--- src/rtl/platform_indexer.sv ---
// Bin-platform stepper indexer for the M&M sorter: tracks absolute position, moves to the
// requested bin by the shortest path, then handshakes with the latch motor controller.
module platform_indexer #(
    parameter int NUM_BINS      = 8,
    parameter int STEPS_PER_REV = 2048,
    parameter int STEPS_PER_BIN = 256,
    parameter int STEP_CLKS     = 100_000,
    parameter int HALF_STEP     = 0,
    parameter int LATCH_TIMEOUT = 50_000_000,
    parameter int POS_W         = $clog2(STEPS_PER_REV)
) (
    input  logic                clk,
    input  logic                reset_n,
    input  logic                start,
    input  logic [NUM_BINS-1:0] colour,
    input  logic                home_req,
    input  logic                latch_done,
    output logic [3:0]          coil,
    output logic                latch_req,
    output logic                busy,
    output logic                done,
    output logic                err,
    output logic [POS_W-1:0]    position
);

    localparam int ST_W = (STEP_CLKS > 2) ? $clog2(STEP_CLKS) : 1;
    localparam int WT_W = $clog2(LATCH_TIMEOUT + 1);
    localparam logic [ST_W-1:0]  STEP_LAST = ST_W'(STEP_CLKS - 1);
    localparam logic [WT_W-1:0]  WAIT_LAST = WT_W'(LATCH_TIMEOUT - 1);
    localparam logic [POS_W-1:0] POS_MAX   = POS_W'(STEPS_PER_REV - 1);

    typedef enum logic [1:0] {IDLE, MOVE, LATCH} state_t;

    state_t           state;
    logic [2:0]       phase_idx;
    logic [ST_W-1:0]  step_timer;
    logic [POS_W-1:0] steps_left;
    logic [WT_W-1:0]  wait_cnt;
    logic             dir_cw;

    int               bin_idx;
    int               delta;
    logic             colour_valid;
    logic             go_cw;
    logic [POS_W-1:0] move_steps;
    logic [2:0]       adv_phase;

    // Wave drive only uses the low two index bits, so clearing bit 2 wraps modulo 4.
    function automatic logic [2:0] next_phase(input logic [2:0] idx, input logic cw);
        logic [2:0] n;
        n = cw ? idx + 3'd1 : idx - 3'd1;
        if (HALF_STEP == 0) n[2] = 1'b0;
        return n;
    endfunction

    function automatic logic [3:0] phase_pattern(input logic [2:0] idx);
        logic [3:0] p;
        p = 4'b0000;
        if (HALF_STEP != 0) begin
            case (idx)
                3'd0: p = 4'b1000;
                3'd1: p = 4'b1100;
                3'd2: p = 4'b0100;
                3'd3: p = 4'b0110;
                3'd4: p = 4'b0010;
                3'd5: p = 4'b0011;
                3'd6: p = 4'b0001;
                default: p = 4'b1001;
            endcase
        end else begin
            case (idx[1:0])
                2'd0: p = 4'b1000;
                2'd1: p = 4'b0100;
                2'd2: p = 4'b0010;
                default: p = 4'b0001;
            endcase
        end
        return p;
    endfunction

    always_comb begin
        bin_idx = 0;
        for (int i = 0; i < NUM_BINS; i++) begin
            if (colour[i]) bin_idx = i;
        end
        colour_valid = (colour != '0) && ((colour & (colour - NUM_BINS'(1))) == '0);
        delta = bin_idx * STEPS_PER_BIN - int'(position);
        if (delta < 0) delta = delta + STEPS_PER_REV;
        go_cw      = (delta <= STEPS_PER_REV / 2);
        move_steps = go_cw ? POS_W'(delta) : POS_W'(STEPS_PER_REV - delta);
        adv_phase  = next_phase(phase_idx, (state == IDLE) ? go_cw : dir_cw);
    end

    // Coil is loaded on the transition edge so the new pattern appears on the first MOVE cycle.
    always_ff @(posedge clk or negedge reset_n) begin
        if (!reset_n) begin
            state      <= IDLE;
            coil       <= 4'b0000;
            latch_req  <= 1'b0;
            busy       <= 1'b0;
            done       <= 1'b0;
            err        <= 1'b0;
            position   <= '0;
            phase_idx  <= 3'd0;
            step_timer <= '0;
            steps_left <= '0;
            wait_cnt   <= '0;
            dir_cw     <= 1'b1;
        end else begin
            done <= 1'b0;
            err  <= 1'b0;
            case (state)
                IDLE: begin
                    coil      <= 4'b0000;
                    latch_req <= 1'b0;
                    busy      <= 1'b0;
                    if (home_req) begin
                        position <= '0;
                    end else if (start) begin
                        if (!colour_valid) begin
                            err <= 1'b1;
                        end else if (delta == 0) begin
                            state     <= LATCH;
                            latch_req <= 1'b1;
                            busy      <= 1'b1;
                            wait_cnt  <= '0;
                        end else begin
                            state      <= MOVE;
                            busy       <= 1'b1;
                            dir_cw     <= go_cw;
                            steps_left <= move_steps;
                            step_timer <= '0;
                            phase_idx  <= adv_phase;
                            coil       <= phase_pattern(adv_phase);
                        end
                    end
                end
                MOVE: begin
                    if (step_timer == STEP_LAST) begin
                        step_timer <= '0;
                        steps_left <= steps_left - POS_W'(1);
                        if (dir_cw)
                            position <= (position == POS_MAX) ? '0 : position + POS_W'(1);
                        else
                            position <= (position == '0) ? POS_MAX : position - POS_W'(1);
                        if (steps_left == POS_W'(1)) begin
                            coil      <= 4'b0000;
                            state     <= LATCH;
                            latch_req <= 1'b1;
                            wait_cnt  <= '0;
                        end else begin
                            phase_idx <= adv_phase;
                            coil      <= phase_pattern(adv_phase);
                        end
                    end else begin
                        step_timer <= step_timer + ST_W'(1);
                    end
                end
                LATCH: begin
                    if (latch_done) begin
                        latch_req <= 1'b0;
                        done      <= 1'b1;
                        busy      <= 1'b0;
                        state     <= IDLE;
                    end else if (wait_cnt == WAIT_LAST) begin
                        latch_req <= 1'b0;
                        err       <= 1'b1;
                        busy      <= 1'b0;
                        state     <= IDLE;
                    end else begin
                        wait_cnt <= wait_cnt + WT_W'(1);
                    end
                end
                default: state <= IDLE;
            endcase
        end
    end

endmodule

--- config.mk ---
export PLATFORM = sky130hd
export DESIGN_NAME = platform_indexer
export DESIGN_NICKNAME = d
export VERILOG_FILES = /design/src/rtl/platform_indexer.sv
export SDC_FILE = /design/constraint.sdc
export NUM_CORES = 1
export LEC_CHECK = 0
export CAP_MARGIN = 20
export CORE_UTILIZATION = 37
export CTS_BUF_LIST = sky130_fd_sc_hd__clkbuf_8
export DETAILED_ROUTE_END_ITERATION = 10
export GPL_TIMING_DRIVEN = 0
export SLEW_MARGIN = 20
export SYNTH_ARGS = -nofsm -noshare
export SYNTH_HDL_FRONTEND = slang
export SYNTH_SLANG_ARGS = --single-unit
export TNS_END_PERCENT = 30
--- constraint.sdc ---
create_clock -name clk -period 12.5 [get_ports clk]
set_input_delay 2.5 -clock clk [delete_from_list [all_inputs] [get_ports clk]]
set_output_delay 2.5 -clock clk [all_outputs]
set_load 0.01 [all_outputs]
# After elaboration in Yosys (flattened, before gate mapping)
# Index checks and enable logic that the tools add are counted.
[word_totals]
register_bits = 78
[op_classes]
add_sub_neg = 11
order_cmp = 2
n_eq_ne = 20
muxes = 83
bitwise_logic = 3
n_reduce_logical = 20
[ops]
columns = ["operator", "count"]
rows = [
  ["$mux W26", 8],
  ["$mux W11", 11],
  ["$mux W24", 5],
  ["$mux W17", 5],
  ["$pmux W26 S3", 1],
  ["$pmux W11 S2", 2],
  ["$pmux W17 S2", 1],
  ["$add A32 B13 Y32 const B", 1],
  ["$le A32 B12 Y1 const B", 1],
  ["$logic_not A32 Y1", 1],
  ["$lt A32 B1 Y1 const B", 1],
  ["$mux W2", 16],
  ["$mux W32", 1],
  ["$sub A32 B12 Y32", 1],
  ["$add A26 B1 Y26 const B", 1],
  ["$eq A26 B26 Y1 const B", 1],
  ["$mux W4", 6],
  ["$sub A11 B1 Y11 const B", 2],
  ["$mux W1", 20],
  ["$ne A2 B2 Y1 const B", 10],
  ["$add A17 B1 Y17 const B", 1],
  ["$eq A17 B17 Y1 const B", 1],
  ["$pmux W4 S3", 1],
  ["$reduce_and A6 Y1", 2],
  ["other kinds (31)", 39],
]

# Longest topological paths before layout
[depth]
ltp_word = 20
depth_mapped = 20
mapped_depth_nobuf = 20

# Worst setup path after synthesis
# Ideal clock, no wire load.
[synth_timing]
kind = "in2reg"
start = "input port colour[2]"
end = "register wait_cnt[19]"
t_arrival_ns = 6.435
t_required_ns = 12.367
slack_ns = 5.932
stages = 19
path_buffers = 2
cell_sequence = "inv_1 a21oi_1 nor2_1 nor2_1 o21bai_1 ha_1 or3b_4 or4_4 nand2_1 inv_1 ha_1 or4_1 a2111oi_4 a21boi_1 or2_1 clkbuf_1 clkbuf_1 o21ai_0 o41ai_1"
[synth_between]
elab_chain_cells = 12
elab_cells_between_ends = 19
classes_between = "3 x add/sub; 1 x order compare; 2 x eq/ne; 7 x mux; 1 x bitwise; 5 x reduce/logical"
[synth_lines]
columns = ["element", "line", "text"]
rows = [
  ["start, declared", "15", "input logic [NUM_BINS-1:0] colour,"],
  ["$mux W2", "84", "if (colour[i]) bin_idx = i;"],
  ["$mux W24 (5 in a row)", "84", ""],
  ["$sub A32 B12 Y32", "87", "delta = bin_idx * STEPS_PER_BIN - int'(position);"],
  ["$add A32 B13 Y32 / $lt A32 B1 Y1 (equally long branches)", "88", "if (delta < 0) delta = delta + STEPS_PER_REV;"],
  ["$mux W32", "88", ""],
  ["$logic_not A32 Y1", "122", "end else if (delta == 0) begin"],
  ["$ne A2 B1 Y1 (no source line)", "-", ""],
  ["$reduce_and A9 Y1 (no source line) (*)", "-", ""],
  ["end signal, assigned", "171", "wait_cnt <= wait_cnt + WT_W'(1);"],
  ["end, declared", "38", "logic [WT_W-1:0] wait_cnt;"],
]
# Mark *: on every way between the ends. The rest lies on a longest branch, timed or not.
# A chain may end at the register's enable or synchronous reset.

# Worst setup path after layout
[layout_timing]
start = "input port colour[2]"
end = "register wait_cnt[16]"
# Same word-level chain as after synthesis.

==> results.toml <==
[run_status]
status = "completed"

[placement]
place_congestion = 0.9065
io_buffer_count = 31
dp.final_hpwl_um = 10860
dpl.cell_count = 893

[global_route]
grt_max_degree = 46
grt.total_usage_pct = 20.92
grt_pass1_vias = 5161
overflow = 0
grt_pass1_wl_um = 25080
antenna_found_initial = 0

[min_path]
hp-class = "reg -> reg"
min_path_cells = 1

[clocking]
cts_setup_buffers = 0
cts.clk_slew.worst_paths_ns = 0.08
root_buffer = "clkbuf_8"
clk_path_buf_depth = 2
cts.sinks = 78
clk_latency_ns = 0.37
cts_hold_buf = 0
numCtsBuffers = 9
cts_tree = "done"
cts_resized = 0
h-tree-depth = 3

[detailed_routing]
wl_per_cell_um = 16.64
wl_met3_um = 516
met1_length_um = 7072
dr.pass1.iters = 5
vias = 5397
drcViolationCount = 0
ant_nets = 0
finalWirelength_um = 15120
post_drt_via_cell_ratio = 5.937
top_layer_used = "met4"
drtIter0Drc = 378
dr_wl_met2_um = 7199

[synthesis]
synth_fp_nets = 708
ys_seq_area_share_pct = 35.57
syn_inst = 677
synth-seq-cells = 78
synth_ff_type = "dfrtp_1"
synth_cell_types = 64
ys_warn_count = 0
syn-mean-instance-area_um2 = 8.110
synth-async-reset-ratio_pct = 100.0
synth.cell_area_um2 = 5490
synth-edff-count = 0

[sta]
rsz0062_at_grt = "no"
setup_violations = 0
finalSetupTns_ns = 0
tightest_slew_ns = 0.8520
fmax_ghz = 0.1358
fin_crit_sh_pct = 58.90
fin_skew_ns = 0.01158
max_slew_margin_pct = 41.58
hold_viol_final = 0
slew_violations = 0
fin_crit_ns = 7.363

[pwr]
cellPowerDensity_nw_per_um2 = 75.05
power.internal_mw = 0.3466
max-vdd-ir-drop_v = 0.00003571
netSwitchingPower_mw = 0.1225
p_leak_nw = 2.492
switching_share_pct = 26.11
power_frac_seq_pct = 53.7
comb_power_share_pct = 6.3
clockPowerShare_pct = 39.9

[die]
rows = 44
start_util_pct = 37.92
die_h_um = 123.8
ioPinCount = 32
die_w_um = 123.8
die-area_um2 = 15330
coreArea_um2 = 14480

[worst_setup_path]
end_kind = "flip-flop"
crit_type = "in -> reg"
rr_worst_depth = 18
required_ns = 12.75
cp.arrival_ns = 7.62
path_max_fanout = 10
startpoint_type = "input pin"

[final_layout]
utilization_pct = 43.16
layout_common_cells = "dfrtp_1 (77), o21ai_0 (70), nand2_1 (69)"
drive_gt1_share_pct = 4.414
final_common_cell = "dfrtp_1"
area_delta_synth_final_pct = 13.83
instances_no_fill = 909
diodes = 0
layout.nets = 751

[flow_run]
max-cap-violations = 0
==> routing by layer <==
metal	up-vias	global-route usage (%)
met5	-	0
met4	0	9.488
met3	28	2.747
met2	132	34.31
met1	2630	27.31
li1	2607	-
==> cell type report <==
| class | instances | area, um2 |
|---|---|---|
| timing repair buffer | 32 | 335.3 |
| inverter | 26 | 97.59 |
| sequential | 78 | 1953 |
| fill | 1425 | 8229 |
| buffer | 34 | 146.4 |
| multi-input combinational | 539 | 3304 |
| clock inverter | 5 | 31.28 |
| clock buffer | 11 | 151.4 |
| tap | 184 | 230.2 |
==> critical path, stage by stage <==
cell	delay, ns
clkdlybuf4s50_1	0.54
inv_1	0.06
a21oi_1	0.19
nor2_1	0.06
nor2_1	0.08
o21bai_1	0.09
ha_1	0.37
or3b_4	0.43
or4_4	0.56
nand2_1	0.11
inv_1	0.05
ha_1	0.29
or4_1	0.61
a2111oi_4	0.48
a21boi_1	0.15
or2_1	0.25
clkbuf_1	0.21
clkbuf_1	0.27
o21ai_0	0.22
o41ai_1	0.10
==> sequential cells by signal (all words and copies together), names as in the netlist <==
signal / cells
busy: 1
phase_idx: 2
wait_cnt: 26
err: 1
steps_left: 11
latch_req: 1
position: 11
dir_cw: 1
coil: 4
state: 2
done: 1
step_timer: 17
==> synth_stat cells (2+ instances only) <==
cell	count	share of area, %
dfrtp_1	77	35
o21ai_0	70	6.4
nand2_1	69	4.7
nor2_1	52	3.6
a21oi_1	47	4.3
nand3_1	34	3.1
o31ai_1	31	4.2
clkbuf_1	29	2.0
inv_1	26	1.8
nor3_1	18	1.6
ha_1	17	3.9
nand2b_1	15	1.7
or4_1	14	1.9
and3_1	13	1.5
a31oi_1	12	1.4
or3_1	12	1.4
xnor2_1	11	1.8
xor2_1	10	1.6
nand4_1	9	1.0
nor4_1	8	0.91
a22o_1	7	1.1
o41ai_1	7	1.1
a21o_1	6	0.82
and2_1	6	0.68
mux2i_1	5	0.91
o211ai_1	5	0.68
o22ai_1	5	0.57
a2111oi_0	3	0.48
a21boi_0	3	0.41
buf_2	3	0.27
nor2b_1	3	0.34
nor4b_1	3	0.48
o21bai_1	3	0.41
o31a_1	3	0.48
or2_2	3	0.34
a211oi_1	2	0.27
a221oi_1	2	0.32
a32oi_1	2	0.32
and4_1	2	0.32
and4b_1	2	0.36
buf_6	2	0.41
nand3b_1	2	0.27
nor4bb_1	2	0.36
o32ai_1	2	0.32
==> kinds of logic after synthesis <==
logic type	after synthesis	share of synthesized area [%]
simple gates	271	25.27
compound gates	223	26.03
flops	78	35.57
buf+inv	60	4.444
xor+xnor	21	3.350
fa+ha+maj	19	4.421
mux	5	0.9116
==> power by group through the flow <==
stage / Clock (mW) / Sequential (mW) / Combinational [mW]
after global routing: 0.206 / 0.252 / 0.0332
after CTS: 0.195 / 0.252 / 0.0300
after global placement: 0 / 0.257 / 0.0279
after detailed placement: 0 / 0.257 / 0.0299
after floorplan: 0 / 0.257 / 0.0142
final: 0.187 / 0.252 / 0.0296
==> final timing paths <==
path,startpoint,to,slack [ns]
worst max-delay path,colour[2],wait_cnt[16],5.14
worst min-delay path,wait_cnt[25],wait_cnt[25],0.48
worst max register to register,position[0],wait_cnt[16],7.43
worst min register to register,wait_cnt[25],wait_cnt[25],0.48
max in group asynchronous,reset_n,dir_cw,9.76
min in group asynchronous,reset_n,err,2.09
==> metrics by stage <==
step                setup WS (ns)  cell area (um2)  hold slack [ns]  power [mW]
global route                4.707             6250           0.5034      0.4912
finish                      5.137             6250           0.4761      0.4691
floorplan                   5.932             5490           0.4368      0.2714
detailed placement          4.809             6061           0.4603      0.2870
global placement            4.869             6031           0.4533      0.2851
CTS                         5.194             6243           0.4802      0.4767
(Power assumes the default switching activity.)
==> RTL edit: new RTL, config.mk and constraints unchanged <==
Set the parameter `STEP_CLKS` to 50_000 (it was 100_000).
--- a/src/rtl/platform_indexer.sv
+++ b/src/rtl/platform_indexer.sv
@@ -4,7 +4,7 @@
     parameter int NUM_BINS      = 8,
     parameter int STEPS_PER_REV = 2048,
     parameter int STEPS_PER_BIN = 256,
-    parameter int STEP_CLKS     = 100_000,
+    parameter int STEP_CLKS     = 50_000,
     parameter int HALF_STEP     = 0,
     parameter int LATCH_TIMEOUT = 50_000_000,
     parameter int POS_W         = $clog2(STEPS_PER_REV)
Behaviour: no difference found for any inputs over 10 cycles, from zero or initial values and one cycle with reset_n low; that may be too few to reach the edited logic, so the function may still have changed.
==> RTL edit against the original RTL <==
Register-to-register slack improved by 0.12 ns. Core utilization increased by 0.61 points. Maximum frequency increased by 7.4%. Routed wire length decreased by 0.84%. Largest cell class unchanged. Synthesized area decreased by 1.2%. Worst setup slack improved by 0.51 ns. Final area decreased by 1.3%. Sequential share of layout area about the same. Sequential cell count decreased by 1. Critical path depth decreased by 1.
Power is not compared: it rests on default switching activity, and its combinational part moved more than twofold at a synthesized area within 25%.
==> RTL edit: results (changes against the original RTL) <==
outcome complete, no violations; fin cells 893 (-1.8%); worst r2r path cells 19 (+1); DRT Wirelength 15,000 um (-0.84%); Synthesized Nets 696 (-1.7%); relative slew slack 0.389 (-0.0263); Longest Clk Path Bufs 2 (unchanged); Int Power 0.669 mW; Synth Area in XOR/XNOR 0.0452 (+0.0117); GRT Total Usage 0.211 (+0.00221); Clk pin slew, worst setup/hold paths 0.08 ns (about the same); FF-to-FF End phase_idx[1]$_DFFE_PN0P_; worst setup path end wait_cnt[24]$_DFFE_PN0P_; synth unique cells 67 (+4.7%); compound-cell area share of the yosys netlist 0.257 (-0.00328); vias in the first global route 4,900 (-5.1%); largest registers wait_cnt (26), step_timer (16); crit path max-delay cell type clkdlybuf4s50_1; top cells by area, synth dfrtp_1 (35%), o21ai_0 (4.9%), nand2_1 (4.4%); Warnings, synthesis 0 (unchanged); initial DRC count 336 (-11%); family with the most delay on the worst path compound AO/OA/AOI/OAI gates; fill count 1,436 (+0.77%); layout cells sized above 1 0.0435 (-0.000660); multiplexer share of the synthesized area 0.00554 (-0.00358); clock skew 0.0146 ns (+0.00301 ns); largest net degree at the start of global routing 40 (-13%); average size of a mapped cell 8.16 um2 (+0.57%); Post-synth top cells dfrtp_1 (76), nand2_1 (63), nor2_1 (58), o21ai_0 (53), nand3_1 (35); register area share after synthesis 0.355 (about the same); clk_lat worst skew 0.38 ns; first-pass GRT wire length 24,900 um (-0.66%); Synth Area in Adders 0.0448 (+0.000541); Largest stage delay, worst path 0.53 ns (-0.08 ns); Crit. Startpoint colour[2]; nets 739 (-1.6%); Peak VDD IR roughly 0.000067 V; DP HPWL 11,200 um (+2.8%); flop-to-flop setup slack 7.55 ns (+0.12 ns); Vias 5,246 (-2.8%); CP arrival 7.10 ns (-0.52 ns); RePlAce Congestion 0.852 (-6.1%); Placed Cells 877 (-1.8%)
## RTL edit: changes by cell type in the layout (fill, tap and decap cells not counted), moves of 4 or more
cell | before | now
or4_1 | 14 | 10
nand2b_1 | 15 | 10
nand2_1 | 69 | 63
nor2_1 | 52 | 58
xnor2_1 | 11 | 16
o21ai_0 | 70 | 53
o21ai_1 | 1 | 14
and3_1 | 13 | 20
nor2b_1 | 3 | 7
a21oi_1 | 47 | 30
## RTL edit: metal layers
layer  GRT usage  vias to the layer above  wire length (um)
li1            -                     2557                 -
met1       0.281                     2540              6990
met2       0.348                      124              7160
met3      0.0268                       25               509
met4      0.0851                        0               333
met5           0                        -                 0
## RTL edit: per-stage QoR
step | util | area, um2 | setup WS (ns) | hold WS [ns] | power (mW)
2_1_floorplan | - | 5420 | 6.52 | 0.450 | 0.876
3_3_place_gp | 0.423 | 5960 | 5.35 | 0.479 | 1.09
3_5_place_dp | 0.424 | 5980 | 5.27 | 0.476 | 1.10
4_1_cts | 0.438 | 6170 | 5.66 | 0.496 | 1.29
5_1_grt | 0.438 | 6170 | 5.26 | 0.515 | 1.40
6_report | 0.438 | 6170 | 5.65 | 0.493 | 1.29
## RTL edit: cell type report
class	instances	area share
timing repair buffer	32	0.0531
sequential	77	0.312
tap	180	0.0365
buffer	36	0.0231
multi-input combinational	525	0.527
inverter	27	0.0164
clock buffer	12	0.0268
clock inverter	4	0.00466
## RTL edit: power groups by stage
stage	sequential, mW	combinational (mW)	clock [mW]
global route	0.359	0.836	0.205
detailed placement	0.355	0.746	0
finish	0.350	0.748	0.190
floorplan	0.351	0.525	0
CTS	0.350	0.748	0.196
global placement	0.354	0.736	0
## RTL edit: logic make-up (layout without fill, tap and decap cells)
group	count (synthesis)	count (layout)
xor gates and xnor gates	28	28
DFF	77	77
and+or+nand+nor	268	268
buffers and inverters	63	111
muxes	3	3
AOI/OAI and AO/OA	207	207
adders and majority gates	19	19
## RTL edit: how the worst min path moves through the flow
stage	start	end	slack (ns)	cells after the start
finish	wait_cnt[25]$_DFFE_PN0P_	wait_cnt[25]$_DFFE_PN0P_	0.49	1
CTS	wait_cnt[7]$_DFFE_PN0P_	wait_cnt[7]$_DFFE_PN0P_	0.50	1
global route	wait_cnt[25]$_DFFE_PN0P_	wait_cnt[25]$_DFFE_PN0P_	0.51	1
floorplan	wait_cnt[25]$_DFFE_PN0P_	wait_cnt[25]$_DFFE_PN0P_	0.45	1
detailed placement	wait_cnt[25]$_DFFE_PN0P_	wait_cnt[25]$_DFFE_PN0P_	0.48	1
global placement	wait_cnt[5]$_DFFE_PN0P_	wait_cnt[5]$_DFFE_PN0P_	0.48	1
